## src/rtl/sm4_blk_ctrl.sv

```systemverilog
// rtl/sm4_blk_ctrl.sv - SM4 block sequencer between input buffer, round engine and output stage
// Optional feature macro: SM4_BLK_CNT_EN (processed data block counter on blk_cnt_o)
module sm4_blk_ctrl #(
   parameter int BLOCK_LENGTH  = 128,
   parameter int ROUND_NUM     = 32,
   parameter int TIMEOUT_SLACK = 8,
   parameter int TCNT_WIDTH    = 6
) (
   input  logic                    clk,
   input  logic                    rst,
   input  logic                    cfg,
   input  logic                    blk_valid_i,
   input  logic [BLOCK_LENGTH:0]   blk_i,
   input  logic                    in_err_i,
   output logic                    stall,
   output logic                    keep_data,
   output logic                    key_start_o,
   input  logic                    key_done_i,
   output logic                    core_start_o,
   output logic [BLOCK_LENGTH-1:0] core_din_o,
   input  logic                    core_done_i,
   input  logic [BLOCK_LENGTH-1:0] core_dout_i,
   output logic                    out_valid_o,
   input  logic                    out_ready_i,
   output logic [BLOCK_LENGTH-1:0] out_data_o,
   output logic                    out_eop_o,
   output logic                    key_ready_o,
   output logic                    err_o,
   output logic [31:0]             blk_cnt_o
);

   // Last watchdog value at which a done pulse is still accepted
   localparam logic [TCNT_WIDTH-1:0] TLIMIT = TCNT_WIDTH'(ROUND_NUM + TIMEOUT_SLACK);

   typedef enum logic [2:0] {
      S_IDLE,
      S_KEY_EXP,
      S_RUN,
      S_OUT,
      S_ERR
   } state_t;

   state_t                state;
   logic [TCNT_WIDTH-1:0] tcnt;
   logic                  eop_q;
   logic                  err_req;

   // Any condition that forces ERR; framing error outranks everything else
   always_comb begin
      err_req = 1'b0;
      if (state != S_ERR) begin
         if (in_err_i)
            err_req = 1'b1;
         else if (blk_valid_i && (state != S_IDLE))
            err_req = 1'b1;
         else if (blk_valid_i && !cfg && !key_ready_o)
            err_req = 1'b1;
         else if ((state == S_KEY_EXP) && !key_done_i && (tcnt == TLIMIT))
            err_req = 1'b1;
         else if ((state == S_RUN) && !core_done_i && (tcnt == TLIMIT))
            err_req = 1'b1;
      end
   end

   // Sequencer FSM with registered outputs and engine watchdog
   always_ff @(posedge clk or posedge rst) begin
      if (rst) begin
         state        <= S_IDLE;
         tcnt         <= '0;
         eop_q        <= 1'b0;
         stall        <= 1'b0;
         keep_data    <= 1'b0;
         key_start_o  <= 1'b0;
         core_start_o <= 1'b0;
         core_din_o   <= '0;
         out_valid_o  <= 1'b0;
         out_data_o   <= '0;
         out_eop_o    <= 1'b0;
         key_ready_o  <= 1'b0;
         err_o        <= 1'b0;
      end else begin
         key_start_o  <= 1'b0;
         core_start_o <= 1'b0;
         if (err_req) begin
            state       <= S_ERR;
            err_o       <= 1'b1;
            keep_data   <= 1'b1;
            stall       <= 1'b1;
            key_ready_o <= 1'b0;
            out_valid_o <= 1'b0;
         end else begin
            case (state)
               S_IDLE: begin
                  if (blk_valid_i) begin
                     // err_req already rejected data blocks without a key
                     core_din_o <= blk_i[BLOCK_LENGTH:1];
                     tcnt       <= '0;
                     stall      <= 1'b1;
                     if (cfg) begin
                        key_start_o <= 1'b1;
                        key_ready_o <= 1'b0;
                        state       <= S_KEY_EXP;
                     end else begin
                        eop_q        <= blk_i[0];
                        core_start_o <= 1'b1;
                        state        <= S_RUN;
                     end
                  end
               end
               S_KEY_EXP: begin
                  if (key_done_i) begin
                     key_ready_o <= 1'b1;
                     stall       <= 1'b0;
                     state       <= S_IDLE;
                  end else begin
                     tcnt <= tcnt + 1'b1;
                  end
               end
               S_RUN: begin
                  if (core_done_i) begin
                     out_data_o  <= core_dout_i;
                     out_eop_o   <= eop_q;
                     out_valid_o <= 1'b1;
                     state       <= S_OUT;
                  end else begin
                     tcnt <= tcnt + 1'b1;
                  end
               end
               S_OUT: begin
                  if (out_ready_i) begin
                     out_valid_o <= 1'b0;
                     stall       <= 1'b0;
                     state       <= S_IDLE;
                  end
               end
               S_ERR: begin
                  if (cfg && !in_err_i) begin
                     err_o     <= 1'b0;
                     keep_data <= 1'b0;
                     stall     <= 1'b0;
                     state     <= S_IDLE;
                  end
               end
               default: state <= S_IDLE;
            endcase
         end
      end
   end

`ifdef SM4_BLK_CNT_EN
   logic [31:0] blk_cnt_q;

   // Count completed output transfers; survives ERR, wraps naturally
   always_ff @(posedge clk or posedge rst) begin
      if (rst)
         blk_cnt_q <= 32'd0;
      else if ((state == S_OUT) && out_ready_i && !err_req)
         blk_cnt_q <= blk_cnt_q + 32'd1;
   end

   assign blk_cnt_o = blk_cnt_q;
`else
   assign blk_cnt_o = 32'd0;
`endif

endmodule

```

## config.mk

```make
export PLATFORM = sky130hd
export DESIGN_NAME = sm4_blk_ctrl
export DESIGN_NICKNAME = d
export VERILOG_FILES = /design/src/rtl/sm4_blk_ctrl.sv
export SDC_FILE = /design/constraint.sdc
export NUM_CORES = 1
export LEC_CHECK = 0
export ABC_AREA = 1
export CELL_PAD_IN_SITES_DETAIL_PLACEMENT = 1
export CELL_PAD_IN_SITES_GLOBAL_PLACEMENT = 2
export CORE_MARGIN = 2
export CORE_UTILIZATION = 22
export DETAILED_ROUTE_END_ITERATION = 7
export GPL_TIMING_DRIVEN = 0
export PLACE_DENSITY_LB_ADDON = 0.3
export SYNTH_ARGS = -nofsm -noshare
export SYNTH_HDL_FRONTEND = slang
export SYNTH_SLANG_ARGS = --single-unit
```

## constraint.sdc

```tcl
create_clock -name clk -period 10.6 [get_ports clk]
set_input_delay 1.59 -clock clk [delete_from_list [all_inputs] [get_ports clk]]
set_output_delay 1.59 -clock clk [all_outputs]
set_load 0.01 [all_outputs]
```

# --- Word-level counts from Yosys, hierarchy flattened ---
# Cells that the tools add are included.
classes:
  add_sub_neg: 1
  n_mul: 0
  n_div: 0
  n_lt_le_gt_ge: 0
  n_eq_ne: 15
  n_shift: 0
  n_mux: 42
  n_bitwise: 2
  reduce_logical: 30
ops:
  columns: ["cell", "n"]
  rows:
  - ["2-to-1 mux 1 bit", 27]
  - ["inequality test 3 bit, second input constant", 7]
  - ["2-to-1 mux 3 bit", 6]
  - ["2-to-1 mux 6 bit", 3]
  - ["one-hot mux 6 bit (3 select lines)", 1]
  - ["one-hot mux 3 bit (5 select lines)", 1]
  - ["AND reduction 5 bit", 3]
  - ["nonzero test 3 bit", 4]
  - ["AND reduction 3 bit", 3]
  - ["logical AND 1 bit", 8]
  - ["AND reduction 4 bit", 2]
  - ["adder 6 x 1 -> 6 bit, second input constant", 1]
  - ["== test 3 x 2 -> 1 bit, second input constant", 2]
  - ["== test 6 bit, second input constant", 1]
  - ["inequality test 2 bit, second input constant", 3]
  - ["zero test 1 bit", 5]
  - ["nonzero test 5 bit", 1]
  - ["one-hot mux 1 bit (2 select lines)", 2]
  - ["one-hot mux 1 bit (4 select lines)", 1]
  - ["nonzero test 2 bit", 2]
  - ["== test 3 x 1 -> 1 bit, second input constant", 1]
  - ["== test 3 bit, second input constant", 1]
  - ["zero test 3 bit", 1]
  - ["2-to-1 mux 2 bit", 1]
  - ["other kinds (2)", 3]
totals:
  ff_bits: 273
  latch_bits: 0
  mem_bits_rw: 0
  rom_bits: 0
  in_bits: 265
  output_inout_bits: 296
  elab_cells: 102
  n_memories: 0

# --- Longest topological paths before layout ---
# Gate-level depths: netlist (run 1).
logic_depth:
  depth_word: 11
  depth_mapped: 13
  depth_no_buf: 13

# --- Worst setup path before layout (run 1) ---
# No wires, ideal clock.
synth_path:
  kind: "in2reg"
  startpoint: "input cfg"
  endpoint: "register core_din_o[100]"
  setup_ns: 0.117
  t_arrival_ns: 2.592
  t_required_ns: 10.483
  path_slack_ns: 7.891
  cell_stages: 11
  path_buffers: 2
  path_cell_list: "inv_1 nand2_1 nand3_1 a21oi_2 nand2_2 inv_2 nand2_1 buf_4 buf_4 nand2_1 nand2_1"
synth_between:
  elab_chain_cells: 9
synth_rtl:
  columns: ["element", "line", "text"]
  rows:
  - ["from (decl)", "11", "input logic cfg,"]
  - ["zero test 1 bit", "56", "else if (blk_valid_i && !cfg && !key_ready_o)"]
  - ["logical AND 1 bit (2 in series)", "56", null]
  - ["2-to-1 mux 1 bit", "56", null]
  - ["2-to-1 mux 1 bit", "54", "else if (blk_valid_i && (state != S_IDLE))"]
  - ["2-to-1 mux 1 bit", "52", "if (in_err_i)"]
  - ["2-to-1 mux 1 bit", "51", "if (state != S_ERR) begin"]
  - ["NOT 1 bit (no line)", null, null]
  - ["AND reduction 3 bit (no line)", null, null]
  - ["to (signal assigned)", "96", "core_din_o <= blk_i[BLOCK_LENGTH:1];"]
  - ["to (decl)", "20", "output logic [BLOCK_LENGTH-1:0] core_din_o,"]
# Every way passes these cells.
# A chain may end at the register's enable or synchronous reset.

# --- Worst setup path in the final report (run 1) ---
layout_path:
  startpoint: "input cfg"
  endpoint: "register out_data_o[43]"
layout_between:
  elab_chain_cells: 9
layout_rtl:
  columns: ["element", "line", "text"]
  rows:
  - ["zero test 1 bit", "56", null]
  - ["logical AND 1 bit (2 in series)", "56", null]
  - ["2-to-1 mux 1 bit", "56", null]
  - ["2-to-1 mux 1 bit", "54", null]
  - ["2-to-1 mux 1 bit", "52", null]
  - ["2-to-1 mux 1 bit", "51", null]
  - ["NOT 1 bit (no line)", null, null]
  - ["AND reduction 3 bit (no line)", null, null]
  - ["to (signal assigned)", "121", "out_data_o <= core_dout_i;"]
  - ["to (decl)", "25", "output logic [BLOCK_LENGTH-1:0] out_data_o,"]
# Every way passes these cells.

==> results of run 1 <==
kinds of logic (layout without fill, tap and decap cells):
family / after synthesis / in the layout / synth area share (%)
simple gates: 844 / 844 / 31.0
flops: 273 / 273 / 59.9
buf+inv: 140 / 732 / 7.65
compound gates: 19 / 19 / 0.954
xor+xnor: 3 / 3 / 0.230
fa+ha+maj: 2 / 2 / 0.219
other cells: 1 / 38 / 0.0329
worst max-delay path by stage:
| stage | start | to | slack [ns] | cells after the start |
|---|---|---|---|---|
| 2_1_floorplan | rst | core_din_o[0] | 1.49 | 1 |
| 3_3_place_gp | rst | core_din_o[115] | -3.34 | 2 |
| 3_5_place_dp | cfg | out_data_o[19] | 6.71 | 11 |
| 4_1_cts | cfg | out_data_o[19] | 7.29 | 11 |
| 5_1_grt | cfg | out_data_o[19] | 7.12 | 11 |
| 6_report | cfg | out_data_o[43] | 7.33 | 11 |
registers in the layout (all words and copies together), names as in the netlist:
register / cells
out_data_o: 128
eop_q: 1
core_din_o: 128
out_valid_o: 1
key_ready_o: 1
tcnt: 6
key_start_o: 1
stall: 1
core_start_o: 1
state: 3
err_o: 1
out_eop_o: 1
worst min-delay path: stages, from the launching register on:
cell and delay (ns):
dfrtp_1 0.34, nand2_1 0.05, nand2_1 0.05
where the power goes:
part | internal (mW) | switching [mW] | leakage [nW]
sequential | 1.44 | 0.220 | 3.54
clock | 0.732 | 0.483 | 0.569
combinational | 0.971 | 0.986 | 5.13
total | 3.14 | 1.69 | 9.24
per-stage QoR:
step	cells	setup TNS (ns)	power (mW)	setup WS (ns)	utilization, %
3_3_place_gp	2521	-902.74	3.63	-3.34	34.4
4_1_cts	2585	0	4.92	7.29	36.8
2_1_floorplan	1313	0	2.43	1.49	-
5_1_grt	2588	0	5.16	7.12	36.8
6_report	2591	0	4.83	7.33	36.8
3_5_place_dp	2523	0	3.66	6.71	34.6
metal layers:
layer | vias up | track usage (%)
li1 | 5246 | -
met1 | 5313 | 21.9
met2 | 356 | 31.3
met3 | 73 | 7.50
met4 | 10 | 5.79
met5 | - | 0
synthesized netlist by cell type, types with 2 or more instances:
master	count	share of area, %
nand2_1	550	18
dfrtp_1	273	60
nand3_1	272	12
buf_4	54	3.6
buf_2	50	2.2
inv_1	18	0.59
buf_6	11	1.1
nor2_1	8	0.26
o21ai_0	7	0.31
o21ai_1	7	0.31
inv_2	4	0.13
nand2_2	4	0.22
nor2_2	4	0.22
a21boi_0	2	0.13
clkbuf_1	2	0.066
ha_1	2	0.22
nor3_1	2	0.088
nor4_1	2	0.11
xor2_1	2	0.15
final cells by class:
cell class / count / area [um^2]
repair buffers: 530 / 5340
flip-flops and latches: 273 / 6830
clock buffers: 53 / 1050
diodes: 6 / 15.0
clock inverters: 9 / 106
inverters: 23 / 93.8
well taps: 680 / 851
plain buffers: 117 / 787
multi-input cells: 900 / 3820
fillers: 5996 / 32400
==> reports/results.ini, run 1 <==
[routing]
drt-met1-wl_um = 20400
drt-total-wl_um = 51600
drtAntennaViolNets = 0
vias = 11000
first_pass_iters = 4
via_per_inst = 4.24
wl_met2_um = 24900
highest_layer = met5
wl_met3_um = 4870
route.detailed.drc = 0
routedWlPerCell_um = 19.9
drt_iter0_drc = 517

[global_routing]
overflow = 0
grt_max_degree = 113
antenna_found_initial = 10
grt_pass1_wl_um = 75200
grtUsageTotal_pct = 18.7
grt_pass1_vias = 11600

[setup_path]
crit_buf_inv = 5
worstSetupPathType = in -> reg
path_cells = clkdlybuf4s50_1, inv_1, nand2_1, nand3_1, a21oi_2, nand2_2, inv_2, buf_4, buf_2, nand3_1, nand2_1
crit_arrival_ns = 3.74
path_delay_family = buffers and inverters
r2r_setup_slack_ns = 8.44
max_stage_delay_ns = 0.50
timing.rr.end = out_data_o[43]
worstReg2RegStart = state[0]
cp_slowest_cell = clkdlybuf4s50_1
endpoint_kind = flip-flop
critPathMaxFanout = 10
critPathLaunchType = input pin
worstRegToRegCells = 9
cp.required_ns = 11.07

[synth]
yosys_most_used_dff = dfrtp_1
synthesis.area_um2 = 11400
synth_warnings = 0
ys_types = 27
syn_area_per_cell_um2 = 8.90
synth-seq-cells = 273
yosysSeqAreaShare_pct = 59.9
synthArstFlopShare_pct = 100
synth_edf_count = 0
synthCells = 1282

[timing]
post-route-period-util_pct = 30.9
maxSlewHeadroom_pct = 50.2
fmax_mhz = 306
whs_ns = 0.468
fin_crit_ns = 3.27
slew_violations = 0
finalSetupViolCount = 0
finalHoldViolCount = 0
tightest_slew_ns = 0.747
fin_skew_ns = 0.0210
rsz0062_at_grt = no

[clock_tree]
cts_hold_buf = 0
numCtsBuffers = 36
cts_sinks = 273
post_cts_buffers = 0
root_buffer = clkbuf_16
htreeDepth = 2
insertion_delay_ns = 0.54
cts_tree = built
clk_path_buf_depth = 3
clkTransAtPathRegs_ns = 0.05
ctsResizeCount = 0

[worst_hold_path]
min_from = core_din_o[54]
worst_hold_path.endpoint = core_din_o[54]
hold-path-cell-count = 2
hold_path_class = reg -> reg

[cells_and_area]
drive_above_1_share_pct = 9.61
fin_area_um2 = 18900
final_common_cell = nand2_1
area_growth_pct = 65.6
final_nets = 2148
layout_common_cells = nand2_1 (550), clkdlybuf4s50_1 (528), dfrtp_1 (273), nand3_1 (272), buf_4 (54)

[floorplanning]
ios = 561
rows = 83
chipHeight_um = 232
core_area_um2 = 51300
dieArea_um2 = 53700
floorplan.initialDensity_pct = 22.2
dieWidth_um = 232

[power_and_ir_drop]
power.density_nw_per_um2 = 256
cellLeakagePower_nw = 9.24
vdd_ir_drop_max_mv = 0.111

[place]
io_buffers = 528
dp_hpwl_um = 39500
finalWeightedCongestion = 0.802
dpl_cell_area_um2 = 17700

[run]
maxCapViolCount = 0

[outcome]
status = complete, no violations

No activity file was read; power rests on OpenSTA's default activity.
==> run 2: changes to the inputs <==
--- a/config.mk
+++ b/config.mk
@@ -9,7 +9,7 @@
 export CELL_PAD_IN_SITES_DETAIL_PLACEMENT = 1
 export CELL_PAD_IN_SITES_GLOBAL_PLACEMENT = 2
 export CORE_MARGIN = 2
-export CORE_UTILIZATION = 22
+export CORE_UTILIZATION = 20
 export DETAILED_ROUTE_END_ITERATION = 7
 export GPL_TIMING_DRIVEN = 0
 export PLACE_DENSITY_LB_ADDON = 0.3
==> constraint.sdc (replaced) <==
create_clock -name clk -period 3 [get_ports clk]
set_input_delay 0.45 -clock clk [delete_from_list [all_inputs] [get_ports clk]]
set_output_delay 0.45 -clock clk [all_outputs]
set_load 0.01 [all_outputs]
==> run 2 against run 1 <==
Global-route usage is 1.3 points lower. Utilization is 2.8 points lower. Combinational power grew to 3.5 times the previous value. Flip-flop and latch count stayed put. Power grew to 3.6 times the previous value. Non-clock buffer count is 6 higher. First-iteration DRC count is 21% lower. Cell count is 3.3% higher. Wire length is 0.85% higher.
==> reports/results.ini, run 2 (synthesis results as in run 1) <==
[setup_path]
crit_arrival_ns = 2.62  ; -1.12 ns
endpoint_kind = flip-flop
path_delay_family = simple AND/OR/NAND/NOR gates
critPathMaxFanout = 10  ; unchanged
critPathLaunchType = flip-flop
path_cells = nor2_2, nand2_1, nor2_2, buf_2, buf_2, nand3_1, nand2_1
max_stage_delay_ns = 0.42  ; -0.08 ns
crit_buf_inv = 2  ; -3
cp.required_ns = 3.46  ; -7.61 ns
worstSetupPathType = reg -> reg
cp_slowest_cell = dfrtp_1

[place]
dp_hpwl_um = 40500  ; +2.4%
dp_slack_ns = 0.256  ; -6.45 ns
io_buffers = 528  ; unchanged
dpl_cell_area_um2 = 17900  ; +1.1%
finalWeightedCongestion = 0.825  ; +2.9%

[cells_and_area]
layout_common_cells = nand2_1 (550), clkdlybuf4s50_1 (528), dfrtp_1 (273), nand3_1 (272), buf_4 (54)
fillers = 6615  ; +10%
multi_input_area_um2 = 3820  ; unchanged
drive_above_1_share_pct = 10.0  ; +0.42 points
final_common_cell = nand2_1
final_nets = 2155  ; +0.33%
regArea_um2 = 6830  ; unchanged
top_regs = core_din_o x128, out_data_o x128, tcnt x6
area_growth_pct = 67.9
fin_area_um2 = 19200  ; +1.4%

[floorplanning]
floorplan.initialDensity_pct = 20.2  ; -2.0 points
ios = 561  ; unchanged
rows = 87  ; +4.8%
dieArea_um2 = 59000  ; +9.8%
core_area_um2 = 56400  ; +9.9%
chipHeight_um = 243  ; +4.8%
dieWidth_um = 243  ; +4.8%

[timing]
fin_skew_ns = 0.0243  ; +0.00334 ns
fin_ws_ns = 0.843  ; -6.49 ns
slew_violations = 0  ; unchanged
fmax_mhz = 464
finalSetupViolCount = 0  ; unchanged
rsz0062_at_grt = no
post-route-period-util_pct = 71.9
fin_crit_ns = 2.16
finalHoldViolCount = 0  ; unchanged

[clock_tree]
cts_hold_buf = 0  ; unchanged
clkTransAtPathRegs_ns = 0.06  ; about the same
post_cts_buffers = 0  ; unchanged
root_buffer = clkbuf_16
cts_tree = built
htreeDepth = 2  ; unchanged
numCtsBuffers = 37  ; +2.8%
ctsResizeCount = 0  ; unchanged
cts_sinks = 273  ; unchanged
clk_path_buf_depth = 3  ; unchanged
insertion_delay_ns = 0.54  ; about the same

[global_routing]
grt_max_degree = 38  ; -66%
grt_pass1_wl_um = 77600  ; +3.2%
grtUsageTotal_pct = 17.4  ; -1.3 points
antenna_found_initial = 8  ; -2
overflow = 0  ; unchanged
grt_pass1_vias = 12100  ; +4.1%

[routing]
vias = 11000  ; +0.26%
route.detailed.drc = 0  ; unchanged
drt-total-wl_um = 52000  ; +0.85%
first_pass_iters = 4  ; unchanged
drt_iter0_drc = 406  ; -21%
routedWlPerCell_um = 19.4  ; -2.4%
drtAntennaViolNets = 0  ; unchanged
via_per_inst = 4.12  ; -2.9%

[power_and_ir_drop]
vdd_ir_drop_max_mv = 0.432  ; +290%
cellLeakagePower_nw = 9.32  ; +0.86%
power.density_nw_per_um2 = 902  ; +250%

[worst_hold_path]
hold_path_class = in -> async

[outcome]
status = complete, no violations

[run]
maxCapViolCount = 0  ; unchanged

run 2: cell types whose count changed in the layout (fill, tap and decap cells not counted), sizes merged:
cell	delta
clkbuf	+7
buf	+6
clkinv	-4
clkinvlp	+1
diode	-1
run 2: cell type report:
class / instances / area share [%]
Timing Repair Buffer: 536 / 28.4
Clock buffer: 60 / 5.97
Buffer: 117 / 4.11
Multi-Input combinational cell: 900 / 19.9
Antenna cell: 5 / 0.0653
Clock inverter: 6 / 0.437
Sequential cell: 273 / 35.6
Inverter: 23 / 0.470
Tap cell: 756 / 4.94
run 2: report_power, final:
group	total (mW)	internal, mW	switching (mW)
Sequential	5.87	5.08	0.791
Combinational	6.94	3.44	3.49
Clock	4.49	2.77	1.72
run 2: path summary, 6_finish.rpt:
kind	start	end	slack, ns	cells after the start
min in group clk	core_din_o[111]	core_din_o[111]	0.47	2
min	rst	out_data_o[105]	0.23	2
max	state[2]	out_data_o[19]	0.84	7
min reg2reg	core_din_o[111]	core_din_o[111]	0.47	2
max in group asynchronous	rst	core_din_o[81]	1.52	6
max reg2reg	state[2]	out_data_o[19]	0.84	7
run 2: layer usage:
metal	share of wire (%)	vias to the layer above	track usage, %
li1	-	5251	-
met1	39	5381	19.4
met2	50	314	30.8
met3	8.4	69	6.83
met4	2.4	12	4.49
met5	0.16	-	0
run 2: stage by stage:
step / std cells / setup TNS, ns / power, mW / util, % / hold WS [ns]
global placement: 2597 / -1032.51 / 12.8 / 31.5 / 0.453
finish: 2676 / 0 / 17.3 / 34.0 / 0.226
floorplan: 1313 / -289.22 / 8.58 / - / 0.450
CTS: 2671 / 0 / 17.7 / 34.0 / 0.199
global route: 2672 / 0 / 18.4 / 34.0 / 0.229
detailed placement: 2605 / 0 / 13.0 / 31.8 / 0.458
==> run 3: changes to the inputs <==
==> constraint.sdc (replaced) <==
create_clock -name clk -period 1.98 [get_ports clk]
set_input_delay 0.297 -clock clk [delete_from_list [all_inputs] [get_ports clk]]
set_output_delay 0.297 -clock clk [all_outputs]
set_load 0.01 [all_outputs]
==> run 3 against run 2 <==
Non-clock buffer count is 1 higher. Critical path depth is 6 lower. Clock-buffer cell count stayed put. Hold slack worse by 0.15 ns. Clock skew hardly changed. Power is 53% higher. Combinational power is 54% higher. Register-to-register slack worse by 0.72 ns. Cell count hardly changed. Critical path type is now reg -> out. Largest cell class unchanged.
==> reports/results.ini, run 3 (synthesis results as in run 1) <==
[outcome]
status = complete, no violations

[setup_path]
critPathLaunchType = flip-flop
cp_slowest_cell = clkdlybuf4s50_1
timing.rr.end = core_din_o[82]
crit_buf_inv = 1  ; -1
worstReg2RegStart = tcnt[0]
crit_cells = 1  ; -6
path_delay_family = buffers and inverters
startpoint = out_data_o[5]
endpoint_kind = primary output
cp-endpoint = out_data_o[5]
worstRegToRegCells = 11  ; +4
worstSetupPathType = reg -> out
critPathMaxFanout = 2  ; -8
max_stage_delay_ns = 0.71  ; +0.29 ns
path_cells = clkdlybuf4s50_1
r2r_setup_slack_ns = 0.12  ; -0.72 ns
cp.required_ns = 1.68  ; -1.78 ns
crit_arrival_ns = 1.59  ; -1.03 ns

[cells_and_area]
final_common_cell = nand2_1
layout_common_cells = nand2_1 (549), clkdlybuf4s50_1 (527), dfrtp_1 (273), nand3_1 (271), buf_4 (48)
fin_area_um2 = 19400  ; +1.2%
fillers = 6594  ; -0.32%
final_util_pct = 34.4  ; +0.42 points
final_nets = 2156  ; +0.046%
drive_above_1_share_pct = 10.3  ; +0.31 points
final_cells = 2677  ; +0.037%
top_regs = core_din_o x128, out_data_o x128, tcnt x6
area_growth_pct = 70.0

[routing]
drtAntennaViolNets = 0  ; unchanged
first_pass_iters = 4  ; unchanged
routedWlPerCell_um = 19.4  ; about the same
vias = 11100  ; +0.44%
route.detailed.drc = 0  ; unchanged
drt_iter0_drc = 434  ; +6.9%
drt-total-wl_um = 52000  ; about the same
via_per_inst = 4.14  ; +0.40%

[floorplanning]
dieWidth_um = 243  ; unchanged
ios = 561  ; unchanged
core_area_um2 = 56400  ; unchanged
rows = 87  ; unchanged
dieArea_um2 = 59000  ; unchanged
floorplan.initialDensity_pct = 20.2  ; unchanged
chipHeight_um = 243  ; unchanged

[clock_tree]
cts_hold_buf = 0  ; unchanged
clkTransAtPathRegs_ns = 0.06  ; about the same
insertion_delay_ns = 0.54  ; about the same
clk_path_buf_depth = 3  ; unchanged
cts_sinks = 273  ; unchanged
numCtsBuffers = 37  ; unchanged
htreeDepth = 2  ; unchanged
root_buffer = clkbuf_16
cts_tree = built

[global_routing]
grtUsageTotal_pct = 17.4  ; +0.029 points
antenna_found_initial = 8  ; unchanged
grt_pass1_wl_um = 77700  ; +0.17%
grt_pass1_vias = 12100  ; +0.050%
overflow = 0  ; unchanged
grt_max_degree = 38  ; unchanged

[place]
dp.cells = 2605  ; unchanged
io_buffers = 528  ; unchanged
dp_hpwl_um = 40500  ; unchanged
dpl_cell_area_um2 = 17900  ; unchanged
dp_slack_ns = -0.611  ; -0.867 ns
finalWeightedCongestion = 0.825  ; unchanged

[timing]
finalSetupViolCount = 0  ; unchanged
rsz0062_at_grt = no
fin_skew_ns = 0.0240  ; -0.000300 ns
finalHoldViolCount = 0  ; unchanged
fin_ws_ns = 0.0938  ; -0.749 ns
maxSlewHeadroom_pct = 66.6
tightest_slew_ns = 0.501
fin_crit_ns = 1.89
post-route-period-util_pct = 95.3
fmax_mhz = 530
slew_violations = 0  ; unchanged

[power_and_ir_drop]
vdd_ir_drop_max_mv = 0.653  ; +51%
power.total_mw = 26.4  ; +53%
power.density_nw_per_um2 = 1360  ; +51%
cellLeakagePower_nw = 9.41  ; +0.91%

[worst_hold_path]
hold_path_class = in -> async

[run]
maxCapViolCount = 0  ; unchanged

-- run 3: cell count changes in the layout (fill, tap and decap cells not counted), moves of 3 or more --
| cell | before | now |
|---|---|---|
| buf_6 | 11 | 28 |
| clkbuf_4 | 0 | 13 |
| nand2_4 | 0 | 3 |
| buf_4 | 54 | 48 |
| buf_2 | 50 | 23 |
-- run 3: report_power, final --
group          total, mW  internal (mW)  switching [mW]
Combinational       10.7           5.35            5.34
Clock               6.81           4.20            2.61
Sequential          8.90           7.69            1.21
Total               26.4           17.2            9.16
-- run 3: worst register-to-register path, cell delays in order (launching register included) --
cell and delay, ns:
dfrtp_1 0.40, inv_1 0.11, ha_1 0.15, nand3_1 0.08, nor2_2 0.13, nand2_1 0.12, nand2_4 0.13, inv_6 0.08
buf_8 0.17, clkbuf_4 0.21, nand3_1 0.12, nand2_1 0.07
-- run 3: final cells by class --
class                   count  area, um^2  area share, %
diodes                      5        12.5         0.0645
plain buffers             116         951           4.90
clock buffers              60        1140           5.90
clock inverters             6        83.8          0.432
inverters                  23        95.1          0.490
multi-input cells         900        3870           20.0
flip-flops and latches    273        6830           35.2
well taps                 756         946           4.88
repair buffers            538        5460           28.2
-- run 3: per-layer routing --
layer / up-vias / wire (um) / global-route usage [%]
li1: 5269 / - / -
met1: 5408 / 20200 / 19.4
met2: 315 / 26100 / 30.8
met3: 71 / 4460 / 6.92
met4: 12 / 1230 / 4.49
met5: - / 82 / 0
-- run 3: metrics by stage --
stage / hold slack, ns / setup TNS, ns
after floorplan: 0.407 / -525.91
after global placement: 0.453 / -1368.45
after detailed placement: 0.458 / -97.73
after CTS: 0.0462 / 0
after global routing: 0.0758 / 0
final: 0.0736 / 0
-- run 3: worst min path at each step --
stage	from	end	slack [ns]	cells after the start
floorplan	blk_i[0]	eop_q	0.41	2
global placement	out_data_o[67]	out_data_o[67]	0.45	2
detailed placement	core_din_o[111]	core_din_o[111]	0.46	2
CTS	rst	out_data_o[105]	0.05	2
global route	rst	out_data_o[84]	0.08	2
finish	rst	out_data_o[105]	0.07	2
-- run 3: timing repair --
action / 4_1_cts / 5_1_grt
endpoints found under the setup margin: 226 / 268
resized for setup: 25 / 46
endpoints found under the hold margin: 0 / 0
buffers inserted: 2 / 0
pin swaps: 0 / 1
